## config.mk

```make
export PLATFORM = sky130hd
export DESIGN_NAME = cmd_assembler_flat
export DESIGN_NICKNAME = d
export VERILOG_FILES = /design/src/rtl/cmd_assembler_if.sv /design/src/rtl/cmd_assembler.sv /design/src/flat_wrapper.sv
export SDC_FILE = /design/constraint.sdc
export NUM_CORES = 1
export LEC_CHECK = 0
export CAP_MARGIN = 20
export CELL_PAD_IN_SITES_DETAIL_PLACEMENT = 1
export CELL_PAD_IN_SITES_GLOBAL_PLACEMENT = 1
export CORE_MARGIN = 8
export CORE_UTILIZATION = 46
export CTS_CLUSTER_SIZE = 25
export DETAILED_ROUTE_END_ITERATION = 16
export DONT_BUFFER_PORTS = 1
export GPL_TIMING_DRIVEN = 0
export PLACE_DENSITY = 0.74
export SETUP_SLACK_MARGIN = 0.02
export SLEW_MARGIN = 10
export SYNTH_ARGS = -nofsm -noshare
export SYNTH_HDL_FRONTEND = slang
export SYNTH_SLANG_ARGS = --single-unit
export TNS_END_PERCENT = 10
```

## constraint.sdc

```tcl
create_clock -name clk -period 2.3 [get_ports clk]
set_clock_uncertainty 0.1 [all_clocks]
set_input_delay 0.345 -clock clk [delete_from_list [all_inputs] [get_ports clk]]
set_output_delay 0.345 -clock clk [all_outputs]
set_load 0.01 [all_outputs]
```

## src/rtl/cmd_assembler_if.sv

```systemverilog
// Byte-side (UART RX/TX) and command-side (cmd_proc) signals of cmd_assembler.
// The master drives the UART/cmd_proc inputs. The slave is the assembler itself.
interface cmd_assembler_if;
  logic        rx_rdy;
  logic [7:0]  rx_data;
  logic        clr_rx_rdy;
  logic [15:0] cmd;
  logic        cmd_rdy;
  logic        clr_cmd_rdy;
  logic [7:0]  resp;
  logic        send_resp;
  logic        trmt;
  logic [7:0]  tx_data;
  logic        tx_done;
  logic        resp_sent;
  logic        frame_err;

  modport master (
    output rx_rdy, rx_data, clr_cmd_rdy, resp, send_resp, tx_done,
    input  clr_rx_rdy, cmd, cmd_rdy, trmt, tx_data, resp_sent, frame_err
  );

  modport slave (
    input  rx_rdy, rx_data, clr_cmd_rdy, resp, send_resp, tx_done,
    output clr_rx_rdy, cmd, cmd_rdy, trmt, tx_data, resp_sent, frame_err
  );
endinterface

```

## src/rtl/cmd_assembler.sv

```systemverilog
// Assembles two UART bytes (high first) into a 16-bit command with an inter-byte timeout.
// Also sequences response bytes to the UART transmitter through a one-deep pending buffer.
//   state      | meaning
//   RX_IDLE    | waiting for the high byte
//   RX_WAIT_LO | high byte held, timing the gap to the low byte
//   TX_IDLE    | transmitter free
//   TX_BUSY    | byte in flight, may hold one pending response
module cmd_assembler #(
  parameter int TIMEOUT_CYC = 500000,
  parameter int CNT_W       = 20
) (
  input logic            clk,
  input logic            rst,
  cmd_assembler_if.slave bus
);

  typedef enum logic {RX_IDLE, RX_WAIT_LO} rx_state_e;
  typedef enum logic {TX_IDLE, TX_BUSY}    tx_state_e;

  localparam logic [CNT_W-1:0] TIMER_LAST = CNT_W'(TIMEOUT_CYC - 1);

  rx_state_e        rx_state_q, rx_state_d;
  tx_state_e        tx_state_q, tx_state_d;
  logic [7:0]       hi_q, hi_d;
  logic [CNT_W-1:0] timer_q, timer_d;
  logic [15:0]      cmd_q, cmd_d;
  logic             cmd_rdy_q, cmd_rdy_d;
  logic             clr_rx_rdy_q, clr_rx_rdy_d;
  logic             frame_err_q, frame_err_d;
  logic [7:0]       tx_data_q, tx_data_d;
  logic             trmt_q, trmt_d;
  logic             resp_sent_q, resp_sent_d;
  logic [7:0]       pend_q, pend_d;
  logic             pend_vld_q, pend_vld_d;
  logic             accept;

  always_ff @(posedge clk) begin
    if (rst) begin
      rx_state_q   <= RX_IDLE;
      tx_state_q   <= TX_IDLE;
      hi_q         <= '0;
      timer_q      <= '0;
      cmd_q        <= '0;
      cmd_rdy_q    <= 1'b0;
      clr_rx_rdy_q <= 1'b0;
      frame_err_q  <= 1'b0;
      tx_data_q    <= '0;
      trmt_q       <= 1'b0;
      resp_sent_q  <= 1'b0;
      pend_q       <= '0;
      pend_vld_q   <= 1'b0;
    end else begin
      rx_state_q   <= rx_state_d;
      tx_state_q   <= tx_state_d;
      hi_q         <= hi_d;
      timer_q      <= timer_d;
      cmd_q        <= cmd_d;
      cmd_rdy_q    <= cmd_rdy_d;
      clr_rx_rdy_q <= clr_rx_rdy_d;
      frame_err_q  <= frame_err_d;
      tx_data_q    <= tx_data_d;
      trmt_q       <= trmt_d;
      resp_sent_q  <= resp_sent_d;
      pend_q       <= pend_d;
      pend_vld_q   <= pend_vld_d;
    end
  end

  // The ack flop masks rx_rdy for one cycle so a held byte is taken only once.
  always_comb begin
    accept       = bus.rx_rdy && !clr_rx_rdy_q;
    rx_state_d   = rx_state_q;
    hi_d         = hi_q;
    timer_d      = timer_q;
    cmd_d        = cmd_q;
    cmd_rdy_d    = cmd_rdy_q && !bus.clr_cmd_rdy;
    clr_rx_rdy_d = accept;
    frame_err_d  = 1'b0;
    case (rx_state_q)
      RX_IDLE: begin
        if (accept) begin
          hi_d       = bus.rx_data;
          timer_d    = '0;
          cmd_rdy_d  = 1'b0;
          rx_state_d = RX_WAIT_LO;
        end
      end
      RX_WAIT_LO: begin
        if (accept) begin
          cmd_d      = {hi_q, bus.rx_data};
          cmd_rdy_d  = 1'b1;
          rx_state_d = RX_IDLE;
        end else if (timer_q == TIMER_LAST) begin
          hi_d        = '0;
          frame_err_d = 1'b1;
          rx_state_d  = RX_IDLE;
        end else begin
          timer_d = timer_q + CNT_W'(1);
        end
      end
      default: rx_state_d = RX_IDLE;
    endcase
  end

  always_comb begin
    tx_state_d  = tx_state_q;
    tx_data_d   = tx_data_q;
    trmt_d      = 1'b0;
    resp_sent_d = 1'b0;
    pend_d      = pend_q;
    pend_vld_d  = pend_vld_q;
    case (tx_state_q)
      TX_IDLE: begin
        if (bus.send_resp) begin
          tx_data_d  = bus.resp;
          trmt_d     = 1'b1;
          tx_state_d = TX_BUSY;
        end
      end
      TX_BUSY: begin
        if (bus.tx_done) begin
          resp_sent_d = 1'b1;
          if (pend_vld_q) begin
            tx_data_d  = pend_q;
            trmt_d     = 1'b1;
            pend_vld_d = 1'b0;
          end else if (bus.send_resp) begin
            tx_data_d = bus.resp;
            trmt_d    = 1'b1;
          end else begin
            tx_state_d = TX_IDLE;
          end
        end else if (bus.send_resp && !pend_vld_q) begin
          pend_d     = bus.resp;
          pend_vld_d = 1'b1;
        end
      end
      default: tx_state_d = TX_IDLE;
    endcase
  end

  assign bus.clr_rx_rdy = clr_rx_rdy_q;
  assign bus.cmd        = cmd_q;
  assign bus.cmd_rdy    = cmd_rdy_q;
  assign bus.frame_err  = frame_err_q;
  assign bus.tx_data    = tx_data_q;
  assign bus.trmt       = trmt_q;
  assign bus.resp_sent  = resp_sent_q;

endmodule

```

## src/flat_wrapper.sv

```systemverilog
// flat-port wrapper written by rule: the top's interface ports become plain ports
module cmd_assembler_flat 
#(
  parameter int TIMEOUT_CYC = 500000,
  parameter int CNT_W       = 20
)
  (clk, rst, bus_rx_rdy, bus_rx_data, bus_clr_cmd_rdy, bus_resp, bus_send_resp, bus_tx_done, bus_clr_rx_rdy, bus_cmd, bus_cmd_rdy, bus_trmt, bus_tx_data, bus_resp_sent, bus_frame_err);
  cmd_assembler_if bus_i ();
  input logic clk;
  input logic rst;
  input wire logic [$bits(bus_i.rx_rdy)-1:0] bus_rx_rdy;
  input wire logic [$bits(bus_i.rx_data)-1:0] bus_rx_data;
  input wire logic [$bits(bus_i.clr_cmd_rdy)-1:0] bus_clr_cmd_rdy;
  input wire logic [$bits(bus_i.resp)-1:0] bus_resp;
  input wire logic [$bits(bus_i.send_resp)-1:0] bus_send_resp;
  input wire logic [$bits(bus_i.tx_done)-1:0] bus_tx_done;
  output wire logic [$bits(bus_i.clr_rx_rdy)-1:0] bus_clr_rx_rdy;
  output wire logic [$bits(bus_i.cmd)-1:0] bus_cmd;
  output wire logic [$bits(bus_i.cmd_rdy)-1:0] bus_cmd_rdy;
  output wire logic [$bits(bus_i.trmt)-1:0] bus_trmt;
  output wire logic [$bits(bus_i.tx_data)-1:0] bus_tx_data;
  output wire logic [$bits(bus_i.resp_sent)-1:0] bus_resp_sent;
  output wire logic [$bits(bus_i.frame_err)-1:0] bus_frame_err;
  assign bus_i.rx_rdy = bus_rx_rdy;
  assign bus_i.rx_data = bus_rx_data;
  assign bus_i.clr_cmd_rdy = bus_clr_cmd_rdy;
  assign bus_i.resp = bus_resp;
  assign bus_i.send_resp = bus_send_resp;
  assign bus_i.tx_done = bus_tx_done;
  assign bus_clr_rx_rdy = bus_i.clr_rx_rdy;
  assign bus_cmd = bus_i.cmd;
  assign bus_cmd_rdy = bus_i.cmd_rdy;
  assign bus_trmt = bus_i.trmt;
  assign bus_tx_data = bus_i.tx_data;
  assign bus_resp_sent = bus_i.resp_sent;
  assign bus_frame_err = bus_i.frame_err;
  cmd_assembler #(.TIMEOUT_CYC(TIMEOUT_CYC), .CNT_W(CNT_W)) u_core (.clk(clk), .rst(rst), .bus(bus_i));
endmodule
```

==> metrics.txt <==
M1 GR Usage=21.02%; Seq pwr share=49.4%; Clk pwr share=43.8%; total grt overflow=0; P_leak=1.141 nW; layout cells sized above 1=11.91%; worst endpoint required time=2.40 ns; Max Transition Viols Final=0; DRC errors left=0; met3 Usage GRT=6.772%; pwr dens=780.3 nW/um^2; syn_area_per_cell=8.464 sq um; global-route wire length before repair=13.03 mm; First-pass DRT Iterations=5; IO Count=51; Comb pwr share=6.7%; Hold Path Depth=1; post-synth top area share=47.30%; post-route total power=2.545 mW; worst r2r dst=u_core.timer_q[14]; most frequent cell after synthesis=dfxtp_1; syn_nets=363; Max Fanout on Critical Path=6; TritonCTS clock tree=built; Hold WC Path Type=in -> reg; Synth area leader=dfxtp_1; top cells by area, synth=dfxtp_1 (47%), nand2_1 (7.3%), nor2_1 (5.2%), a21oi_1 (4.5%), mux2i_1 (3.1%); Hold Fails Final Rpt=0; Placed Area=2974 sq um; number of library cell types mapped by synthesis=53; switch share=24.72%; die height=95.10 um; largest net degree at the start of global routing=13; Reg2Reg Setup Slack=0.14 ns; flops & latches, synth=68; hold path start=bus_tx_done; Crit Path Class=reg -> reg; Final Util=52.57%; Worst VDD drop=0.0004515 V; Max Freq=463.9 MHz; crit path launch=u_core.timer_q[1]; register area share after synthesis=47.30%; # nets final=379; Site Rows=29; min cycle time layout=2.156 ns; detailed-route via count=2,497; PortBufs=0; Final Cell Area=3262 sq um; clock sink total=68; grt peak-use layer=met2; Detail Route Antenna Nets=0; H-Tree Depth=3; mapped cell area=2878 sq um; number of enable flip-flop cells after synthesis=0; Critical R2R Launch=u_core.timer_q[1]; clock-pin slew on the worst setup and hold paths=0.08 ns; Psw=0.6292 mW; Critical Path Start Type=flop; WL per Instance=17.79 um; Max Root-Sink Buffers=2; maxcap violations=0; number of global-route vias before repair=2,622; outcome=finished, final reports clean; CTS root buffer=clkbuf_8; antenna violations before repair=0; worst relative slew slack=43.05%; Core Box Area=6205 sq um; RSZ-0062 raised after global routing=false; global-route track usage on met2=31.70%; CTS buffer count=9; Reg2Reg Depth=7; number of diodes=0; Hold Path Sink=u_core.bus.tx_data[3]; Syn-to-layout area delta=13.35%; Yosys warnings=0; Die Wd=95.10 um; Final setup viols=0; Cells after Synth=340; die area=9043 sq um; crit path capture type=flop; drt total wl=7.790 mm; dpl hpwl=5.495 mm; Initial Util=46.38%; top post-synthesis cells by count=dfxtp_1 (68), nand2_1 (56), nor2_1 (40); Internal Pwr Total=1.916 mW; Final Cycle Share=93.73%; Total GRT Usage=18.55%; RD Place Congestion=0.7902; vias per cell=5.701; Main synth FF type=dfxtp_1; ys async rst share=0%; worst slew pin tran=0.8496 ns; Clock Latency Late Sink=0.34 ns; drt first-iter violations=88; CP Data Arrival Time=2.26 ns
## flip-flops by register name (all words and copies together) (netlist names), 8 cells and up
| register | cells |
|---|---|
| u_core.hi_q | 8 |
| u_core.bus.tx_data | 8 |
| u_core.pend_q | 8 |
| u_core.timer_q | 20 |
| u_core.bus.cmd | 16 |
## logic make-up (layout without fill, tap and decap cells)
| group | count (synthesis) | in the layout | synth area share, % |
|---|---|---|---|
| AOI/OAI and AO/OA | 75 | 75 | 16.65 |
| xor gates and xnor gates | 3 | 3 | 0.9132 |
| adders and majority gates | 1 | 1 | 0.4347 |
| buffers and inverters | 24 | 45 | 4.043 |
| DFF | 68 | 68 | 47.30 |
| muxes | 9 | 9 | 3.131 |
| and+or+nand+nor | 160 | 160 | 27.52 |
## layer usage
| layer | part of all wire, % | vias up |
|---|---|---|
| met3 | 5.6 | 10 |
| met1 | 43 | 1203 |
| li1 | - | 1252 |
| met5 | 0 | - |
| met4 | 1.3 | 0 |
| met2 | 50 | 32 |
## power groups by stage
stage | clock, mW | combinational, mW | sequential, mW
final | 1.12 | 0.172 | 1.26
after global routing | 1.19 | 0.194 | 1.26
after CTS | 1.14 | 0.173 | 1.26
after detailed placement | 0 | 0.168 | 1.29
after global placement | 0 | 0.164 | 1.28
after floorplan | 0 | 0.126 | 1.28
## stage by stage
stage / TNS (ns) / std cells / setup slack, ns / hold slack (ns)
6_report: 0 / 438 / 0.1443 / 0.02357
5_1_grt: 0 / 438 / 0.02917 / 0.01535
4_1_cts: 0 / 434 / 0.01162 / 0.008454
3_5_place_dp: -2.197 / 417 / -0.2683 / 0.3441
3_3_place_gp: -2.144 / 417 / -0.2574 / 0.3437
2_1_floorplan: 0 / 340 / 0.2646 / 0.3316
## cell usage in the layout (no fill, tap or decap), drive strengths merged, types with 2 or more instances in the layout
| cell | instances |
|---|---|
| bufinv | 2 |
| o21ai | 11 |
| a31oi | 7 |
| nand2 | 57 |
| dfxtp | 68 |
| inv | 8 |
| nand3 | 14 |
| o21a | 2 |
| clkbuf | 24 |
| or4 | 4 |
| and2 | 5 |
| a21oi | 26 |
| a22oi | 9 |
| and3 | 3 |
| nor3 | 6 |
| and4 | 2 |
| nand3b | 2 |
| clkinv | 2 |
| nand4 | 9 |
| a21o | 2 |
| nand2b | 3 |
| buf | 7 |
| nor4 | 6 |
| or2 | 2 |
| xnor2 | 2 |
| mux2i | 9 |
| a311oi | 5 |
| nor2 | 40 |
| or2b | 3 |
| a211oi | 3 |
## critical path: stages, from the launching register on
cell	delay (ns)
dfxtp_1	0.38
ha_2	0.23
nand4_1	0.24
or4_1	0.47
clkbuf_2	0.18
nor2b_1	0.15
o21ai_0	0.15
o21ai_0	0.11
## layout make-up
type / count / area, sq um
Buffer: 17 / 91.34
Clock buffer: 10 / 137.6
Clock inverter: 6 / 86.33
Fill cell: 761 / 2943
Inverter: 7 / 26.28
Multi-Input combinational cell: 248 / 1421
Sequential cell: 68 / 1363
Tap cell: 77 / 96.34
Timing Repair Buffer: 5 / 40.04
## repair_timing
item,in CTS,in global routing
hold endpoints to repair,1,0
pin swaps,2,1
gates resized for setup,5,2
buffers inserted,0,4
setup endpoints to repair,11,30
hold buffers,1,0
## worst max-delay path by stage
stage | to | slack (ns)
2_1_floorplan | u_core.timer_q[18] | 0.26
6_report | u_core.timer_q[14] | 0.14
5_1_grt | u_core.timer_q[14] | 0.03
3_3_place_gp | u_core.timer_q[13] | -0.26
4_1_cts | u_core.timer_q[2] | 0.01
3_5_place_dp | u_core.timer_q[10] | -0.27
Power figures use the tool's default switching activity.
